`src/rtl/proc_control_pkg.sv`:
```
// Shared definitions for the processor control unit: opcodes, step
// encodings and the register-index decode helper.
package proc_control_pkg;

  typedef enum logic [1:0] {
    T0 = 2'b00,
    T1 = 2'b01,
    T2 = 2'b10,
    T3 = 2'b11
  } step_t;

  localparam logic [2:0] OP_MV  = 3'b000;
  localparam logic [2:0] OP_MVI = 3'b001;
  localparam logic [2:0] OP_ADD = 3'b010;
  localparam logic [2:0] OP_SUB = 3'b011;

  // Register index to one-hot enable vector (R0..R7).
  function automatic logic [7:0] reg_onehot(input logic [2:0] idx);
    return 8'b0000_0001 << idx;
  endfunction

endpackage

```
`src/rtl/proc_control_step_counter.sv`:
```
// Two-bit step counter. Clear has priority over enable; both are driven
// by the control FSM's next-step decision.
module step_counter (
  input  logic       i_clk,
  input  logic       i_rst,
  input  logic       i_clr,
  input  logic       i_en,
  output logic [1:0] o_count
);

  logic [1:0] r_count;

  // Step register: reset or clear returns to step 0, enable advances one step.
  always_ff @(posedge i_clk) begin
    if (i_rst || i_clr) begin
      r_count <= 2'b00;
    end else if (i_en) begin
      r_count <= r_count + 2'b01;
    end
  end

  assign o_count = r_count;

endmodule

```
`src/rtl/proc_control.sv`:
```
// Control unit for a simple bus-based processor. A four-step sequencer
// (T0..T3) decodes the instruction register and produces the register
// load/drive enables and ALU strobes for mv, mvi, add and sub.
module proc_control
  import proc_control_pkg::*;
(
  input  logic       i_clk,
  input  logic       i_reset,
  input  logic       i_run,
  input  logic [8:0] i_ir,
  output logic [7:0] o_rin,
  output logic [7:0] o_rout,
  output logic       o_ain,
  output logic       o_gin,
  output logic       o_gout,
  output logic       o_dinout,
  output logic       o_irin,
  output logic       o_addsub,
  output logic       o_done,
  output logic [1:0] o_tstep
);

  logic [1:0] w_count;
  step_t      w_step;
  logic       w_clr;
  logic       w_en;
  logic [2:0] w_op;
  logic [7:0] w_x_oh;
  logic [7:0] w_y_oh;
  logic       w_is_alu;

  assign w_op     = i_ir[8:6];
  assign w_x_oh   = reg_onehot(i_ir[5:3]);
  assign w_y_oh   = reg_onehot(i_ir[2:0]);
  assign w_is_alu = (w_op == OP_ADD) || (w_op == OP_SUB);
  assign w_step   = step_t'(w_count);

  step_counter u_step_counter (
    .i_clk   (i_clk),
    .i_rst   (i_reset),
    .i_clr   (w_clr),
    .i_en    (w_en),
    .o_count (w_count)
  );

  // Next-step decision and output decode; every output defaults to idle.
  always_comb begin
    w_clr    = 1'b0;
    w_en     = 1'b0;
    o_rin    = 8'h00;
    o_rout   = 8'h00;
    o_ain    = 1'b0;
    o_gin    = 1'b0;
    o_gout   = 1'b0;
    o_dinout = 1'b0;
    o_irin   = 1'b0;
    o_addsub = 1'b0;
    o_done   = 1'b0;
    unique case (w_step)
      T0: begin
        // IR is not consulted here; it is being loaded.
        o_irin = i_run;
        w_en   = i_run;
      end
      T1: begin
        if (w_op == OP_MV) begin
          o_rout = w_y_oh;
          o_rin  = w_x_oh;
          o_done = 1'b1;
          w_clr  = 1'b1;
        end else if (w_op == OP_MVI) begin
          o_dinout = 1'b1;
          o_rin    = w_x_oh;
          o_done   = 1'b1;
          w_clr    = 1'b1;
        end else if (w_is_alu) begin
          o_rout = w_x_oh;
          o_ain  = 1'b1;
          w_en   = 1'b1;
        end else begin
          // Undefined opcode behaves as a NOP that still signals completion.
          o_done = 1'b1;
          w_clr  = 1'b1;
        end
      end
      T2: begin
        if (w_is_alu) begin
          o_rout   = w_y_oh;
          o_gin    = 1'b1;
          o_addsub = (w_op == OP_SUB);
          w_en     = 1'b1;
        end else begin
          // Only reachable if IR changed mid-instruction; recover quietly.
          w_clr = 1'b1;
        end
      end
      T3: begin
        if (w_is_alu) begin
          o_gout = 1'b1;
          o_rin  = w_x_oh;
          o_done = 1'b1;
        end
        w_clr = 1'b1;
      end
      default: w_clr = 1'b1;
    endcase
  end

  assign o_tstep = w_count;

endmodule

```
`config.mk`:
```
export PLATFORM = sky130hd
export DESIGN_NAME = proc_control
export DESIGN_NICKNAME = d
export VERILOG_FILES = /design/src/rtl/proc_control_pkg.sv /design/src/rtl/proc_control_step_counter.sv /design/src/rtl/proc_control.sv
export SDC_FILE = /design/constraint.sdc
export NUM_CORES = 1
export LEC_CHECK = 0
export CELL_PAD_IN_SITES_DETAIL_PLACEMENT = 2
export CELL_PAD_IN_SITES_GLOBAL_PLACEMENT = 2
export CORE_UTILIZATION = 16
export DETAILED_ROUTE_END_ITERATION = 7
export PLACE_DENSITY = 0.86
export SYNTH_ARGS = -nofsm -noshare
export SYNTH_HDL_FRONTEND = slang
export SYNTH_SLANG_ARGS = --single-unit
```
`constraint.sdc`:
```
create_clock -name i_clk -period 1.8 [get_ports i_clk]
set_input_delay 0.45 -clock i_clk [delete_from_list [all_inputs] [get_ports i_clk]]
set_output_delay 0.45 -clock i_clk [all_outputs]
set_load 0.02 [all_outputs]
```
# Word-level counts from Yosys, hierarchy flattened
# Index checks and enable logic that the tools add are counted.
# totals
reg_bits	2
latchBits	0
ram_bits	0
mem_bits_ro	0
in_bits	12
out_inout_bits	25
mem_count	0
# classes
addsub	1
mul	0
div_mod_pow	0
order_cmp	0
eq_ne	6
shifts	2
muxes	26
bitwise	0
reduce_logical	4
# ops
op	count
8-bit 2-to-1 mux	6
8-bit case mux with 2 select lines	2
1-bit by 3-bit << shifter with 8-bit output (first input constant)	2
1-bit 2-to-1 mux	15
3-bit by 2-bit equality test with 1-bit output (second input constant)	2
1-bit case mux with 3 select lines	2
2-bit equality test (second input constant)	2
3-bit by 1-bit equality test with 1-bit output (second input constant)	1
3-bit zero test	1
2-bit by 1-bit adder with 2-bit output (second input constant)	1
2-bit by 1-bit equality test with 1-bit output (second input constant)	1
2-bit zero test	1
1-bit logical OR	2
1-bit case mux with 2 select lines	1

# Longest topological paths before layout
# depth
word_depth	7
ltp_mapped	6
depth_no_buf	6

# By module
# Synthesis repeated with hierarchy kept, for this count alone.
# unflattened
hier_cells	72
hier_area_um2	491.7
# modules_own_cells
module	n_inst	cells_per_inst	area_per_inst_um2	seq_area_each_um2
proc_control	1	65	407.9	0.0
step_counter	1	7	83.8	40.0

# Least setup slack after synthesis
# Ideal clock, no wire load.
# synth_timing
kind	register to output
startpoint	register u_step_counter.r_count[0] (netlist: u_step_counter.o_count[0])
endpoint	output port o_rout[7]
arrival_time_ns	1.721
slack_ns	-0.371
stages_incl_launch_ff	5
path_cell_list	dfxtp_1 -> ha_1 -> or4b_1 -> buf_2 -> a31oi_1
# synth_between
elab_chain_cells	2
elab_cells_between_ends	3
# synth_rtl
element	line	rtl
start, declared	proc_control_step_counter.sv:11	logic [1:0] r_count;
start signal, assigned	proc_control_step_counter.sv:18	r_count <= r_count + 2'b01;
2-bit equality test / 2-bit by 1-bit equality test with 1-bit output (equally long branches)	proc_control.sv:59	unique case (w_step)
8-bit case mux with 2 select lines (*)	proc_control.sv:59	
end, declared	proc_control.sv:12	output logic [7:0] o_rout,
# Mark *: on every way between the ends. The rest lies on a longest branch, timed or not.

# Final worst setup path
# layout_timing
startpoint	input port i_ir[2]
endpoint	output port o_rout[0]
# layout_between
elab_chain_cells	3
elab_cells_between_ends	4
# layout_rtl
element	line	rtl
start, declared	proc_control.sv:10	input logic [8:0] i_ir,
1-bit by 3-bit << shifter with 8-bit output (*)	proc_control_pkg.sv:19	return 8'b0000_0001 << idx;
8-bit 2-to-1 mux, on equally long branches	proc_control.sv:87, proc_control.sv:66	
8-bit case mux with 2 select lines (*)	proc_control.sv:59	
# Marked as above.

==> summary.md <==
| Metric | Value |
|---|---|
| Outcome | `finished, violations left` |
| Violated checks | `negative setup slack` |
| Clock root cell | `clkbuf_8` |
| Combinational power share | `76.0%` |
| Slowest cell delay on critical path | `0.31 ns` |
| Worst Hold Slack | `0.702 ns` |
| Gr usage total | `19.1%` |
| Simple-gate share of the synthesized area | `46.2%` |
| Post-route worst setup slack | `-0.436 ns` |
| Worst hold stages | `3` |
| Routed Wire Length | `4190 um` |
| CTS clk-pin slew, worst paths | `0.03 ns` |
| Setup skew after layout | `0.000240 ns` |
| Post-Synthesis Net Count | `111` |
| Final design instance area without fill | `1690 um^2` |
| Core Footprint | `3690 um^2` |
| Insertion delay of the later-clocked pin in the worst-skew pair | `0.21 ns` |
| Hold EP | `u_step_counter.o_count[0]` |
| Initial Util | `16.8%` |
| Wire length of the first global-routing pass | `6090 um` |
| Detailed-route wire length per cell | `18.9 um` |
| Launch instance of the worst register-to-register path | `u_step_counter.o_count[0]` |
| Setup repair after global routing missed its margin | `true` |
| Worst VDD drop | `0.000559 V` |
| Fraction of final layout cells with drive strength greater than 1 | `69.4%` |
| Number of input and output port buffers inserted | `36` |
| Class of the most critical hold timing path | `register to register` |
| Fin. max-slew vios | `0` |
| Most frequent standard cell in the layout excluding fill and tap cells | `buf_4` |
| Reg2Reg Depth | `7` |
| Crit path launch type | `input port` |
| Top cells by area, synth | `ha_1, a21oi_1, dfxtp_1` |
| Remaining global-route overflow | `0` |
| Minimum setup slack among reg-to-reg paths | `0.17 ns` |
| Number of diodes added for antenna fixing | `0` |
| Antenna violations before repair | `0` |
| Critical Path AT | `1.79 ns` |
| Cells along the critical path | `dlygate4sd2_1, buf_4, nor3_1, o21ai_0, buf_4, a21oi_4, buf_6` |
| H-tree Lvls | `1` |
| Slowest cell on the critical path | `dlygate4sd2_1` |
| Number of warning messages in the yosys log | `0` |
| Maximum fanout encountered on the critical timing path | `5` |
| Part of the power in the clock network | `16.0%` |
| Clock sink count | `2` |
| Inst Count DP | `199` |
| Via total after detailed routing | `1057` |
| Die footprint | `4120 um^2` |
| Max Clock Freq | `447 MHz` |
| Commonest non-fill, non-tap cells in the layout | `buf_4, buf_6, a21oi_4, o21ai_0, dlygate4sd2_1` |
| Share of total power in sequential cells | `8.1%` |
| Final setup violating endpoints | `18` |
| Headroom to the max-slew limit | `76.3%` |
| Max Cap Viol | `0` |
| DRC viols | `0` |
| Startpoint-to-endpoint class of the critical path | `input port to output pin` |
| Number of I/O pins | `37` |
| Ratio of final minimum period to clock period | `124%` |
| Number of buffers added by the clock tree synthesis step | `3` |
| Critical path endpoint category | `output pin` |
| Largest register FFs | `2` |
| Final nets | `192` |
| Fraction of the yosys area taken by sequential cells | `6.48%` |
| XOR/XNOR share of the synthesized area | `0%` |
| Clk buf depth | `2` |
| Switching Power | `493 uW` |
| DR pass1 iterations | `4` |
| CTS tree | `done` |
| Vias in the first global route | `1207` |
| Post-synthesis cell count | `94` |
| Average via count per standard cell | `4.78` |
| Shortest period the worst path allows | `2.24 ns` |
| Die Height | `64.2 um` |
| Total power draw | `1120 uW` |
| Layout Cells excl Fill | `221` |
| Syn-to-layout area delta | `173%` |
| Dominant cell type by area after synthesis | `ha_1` |
| Synthesized area per cell | `6.58 um^2` |
| Post-DP Area | `1360 um^2` |
| Half-perimeter wire length after placement | `2640 um` |
| Weighted congestion at the end of routability-driven global placement | `0.825` |
| Switching Share | `44.2%` |
| Die X-Extent | `64.2 um` |
| Worst R2R End | `u_step_counter.o_count[1]` |
| Number of register bits inferred by synthesis | `2` |
| Data required time of the worst path | `1.35 ns` |
| Hold Crit Start | `u_step_counter.o_count[0]` |
| Starting DRC count in detailed routing | `47` |
| Final Util | `45.8%` |
| Adder-cell share of the synthesized area | `10.1%` |
| Maximum number of pins on one net before global-route repair | `10` |
| Slew at the pin with the worst max-slew slack | `0.355 ns` |
| Most frequent CP cell | `buf_4` |
| Multiplexer share of the synthesized area | `1.62%` |
| Compound-cell area share of the yosys netlist | `31.2%` |
| Int Pwr | `623 uW` |
| Pwr/cell area | `661 nW/um^2` |
| Area fraction of the dominant cell type after synthesis | `10.1%` |
| Combinational family with the most area after synthesis | `simple AND/OR/NAND/NOR gates` |
| Count of distinct cell types in the synthesized netlist | `31` |
| Cell Rows | `22` |
| Leakage power | `0.000725 uW` |
| Antenna-violating nets left | `0` |
| Number of hold violations in the final report | `0` |
| Cell area after synthesis | `618 um^2` |
==> critical path, delay by kind of cell <==
kind / cells / cell delay (ns)
AO/OA/AOI/OAI: 2 / 0.28
AND/OR/NAND/NOR: 1 / 0.24
buffers and inverters: 4 / 0.81
==> per-layer routing <==
metal,GRT usage [%],vias up,routed length (um),share of wire [%]
li1,-,500,-,-
met1,21.6,519,1690,40
met2,37.2,26,2310,55
met3,1.07,12,72,1.7
met4,6.67,0,112,2.7
met5,0,-,0,0
==> per-stage QoR <==
| step | worst slack [ns] | setup TNS, ns |
|---|---|---|
| floorplan | -0.0814 | -0.401 |
| global placement | -1.08 | -20.24 |
| detailed placement | -1.15 | -22.15 |
| CTS | -0.416 | -5.54 |
| global route | -0.509 | -7.23 |
| finish | -0.436 | -6.29 |
==> synthesized netlist by cell type (all sizes together) <==
cell type and number:
a21oi 11, nor2 10, o21ai 7, nand2 6
nor2b 6, a22oi 5, ha 5, a21o 4
and3 4, buf 4, and2 3, nand2b 3
nor3 3, or3 3, a32oi 2, dfxtp 2
inv 2, nand3 2, nor3b 2, a31oi 1
and2b 1, and3b 1, and4bb 1, clkbuf 1
mux2i 1, o21bai 1, or2 1, or3b 1
or4b 1
==> worst max-delay path by stage <==
stage          slack (ns)                      start  cells past startpoint        end
4_1_cts             -0.42  u_step_counter.o_count[1]                      7  o_rout[1]
3_3_place_gp        -1.08                    i_ir[8]                      4  o_rout[7]
5_1_grt             -0.51                    i_ir[2]                      7  o_rout[0]
3_5_place_dp        -1.15                    i_ir[8]                      6  o_rout[5]
2_1_floorplan       -0.08  u_step_counter.o_count[1]                      5  o_rout[7]
6_report            -0.44                    i_ir[2]                      7  o_rout[0]
==> power groups by stage <==
stage               Clock [uW]  Sequential (uW)  Combinational, uW
finish                     178             90.3                848
global route               190             93.5                912
global placement             0             84.8                667
detailed placement           0             86.9                696
CTS                        184             86.8                780
floorplan                    0              102                337
==> timing repair <==
item / CTS / global route
endpoints found under the setup margin: 23 / 24
resized for setup: 167 / 25
setup buffers: 12 / 8
hold buffers: 0 / 0
pin swaps: 10 / 5
==> logic make-up after synthesis <==
family / after synthesis
buffers and inverters: 7
muxes: 1
and+or+nand+nor: 48
adders and majority gates: 5
DFF: 2
AOI/OAI and AO/OA: 31
==> layout make-up <==
cell class | count | area [um^2]
sequential | 2 | 47.5
tap | 48 | 60.1
fill | 413 | 2000
multi-input combinational | 85 | 820
clock buffer | 3 | 41.3
inverter | 2 | 10.0
timing repair buffer | 81 | 711
Power figures use the tool's default switching activity.
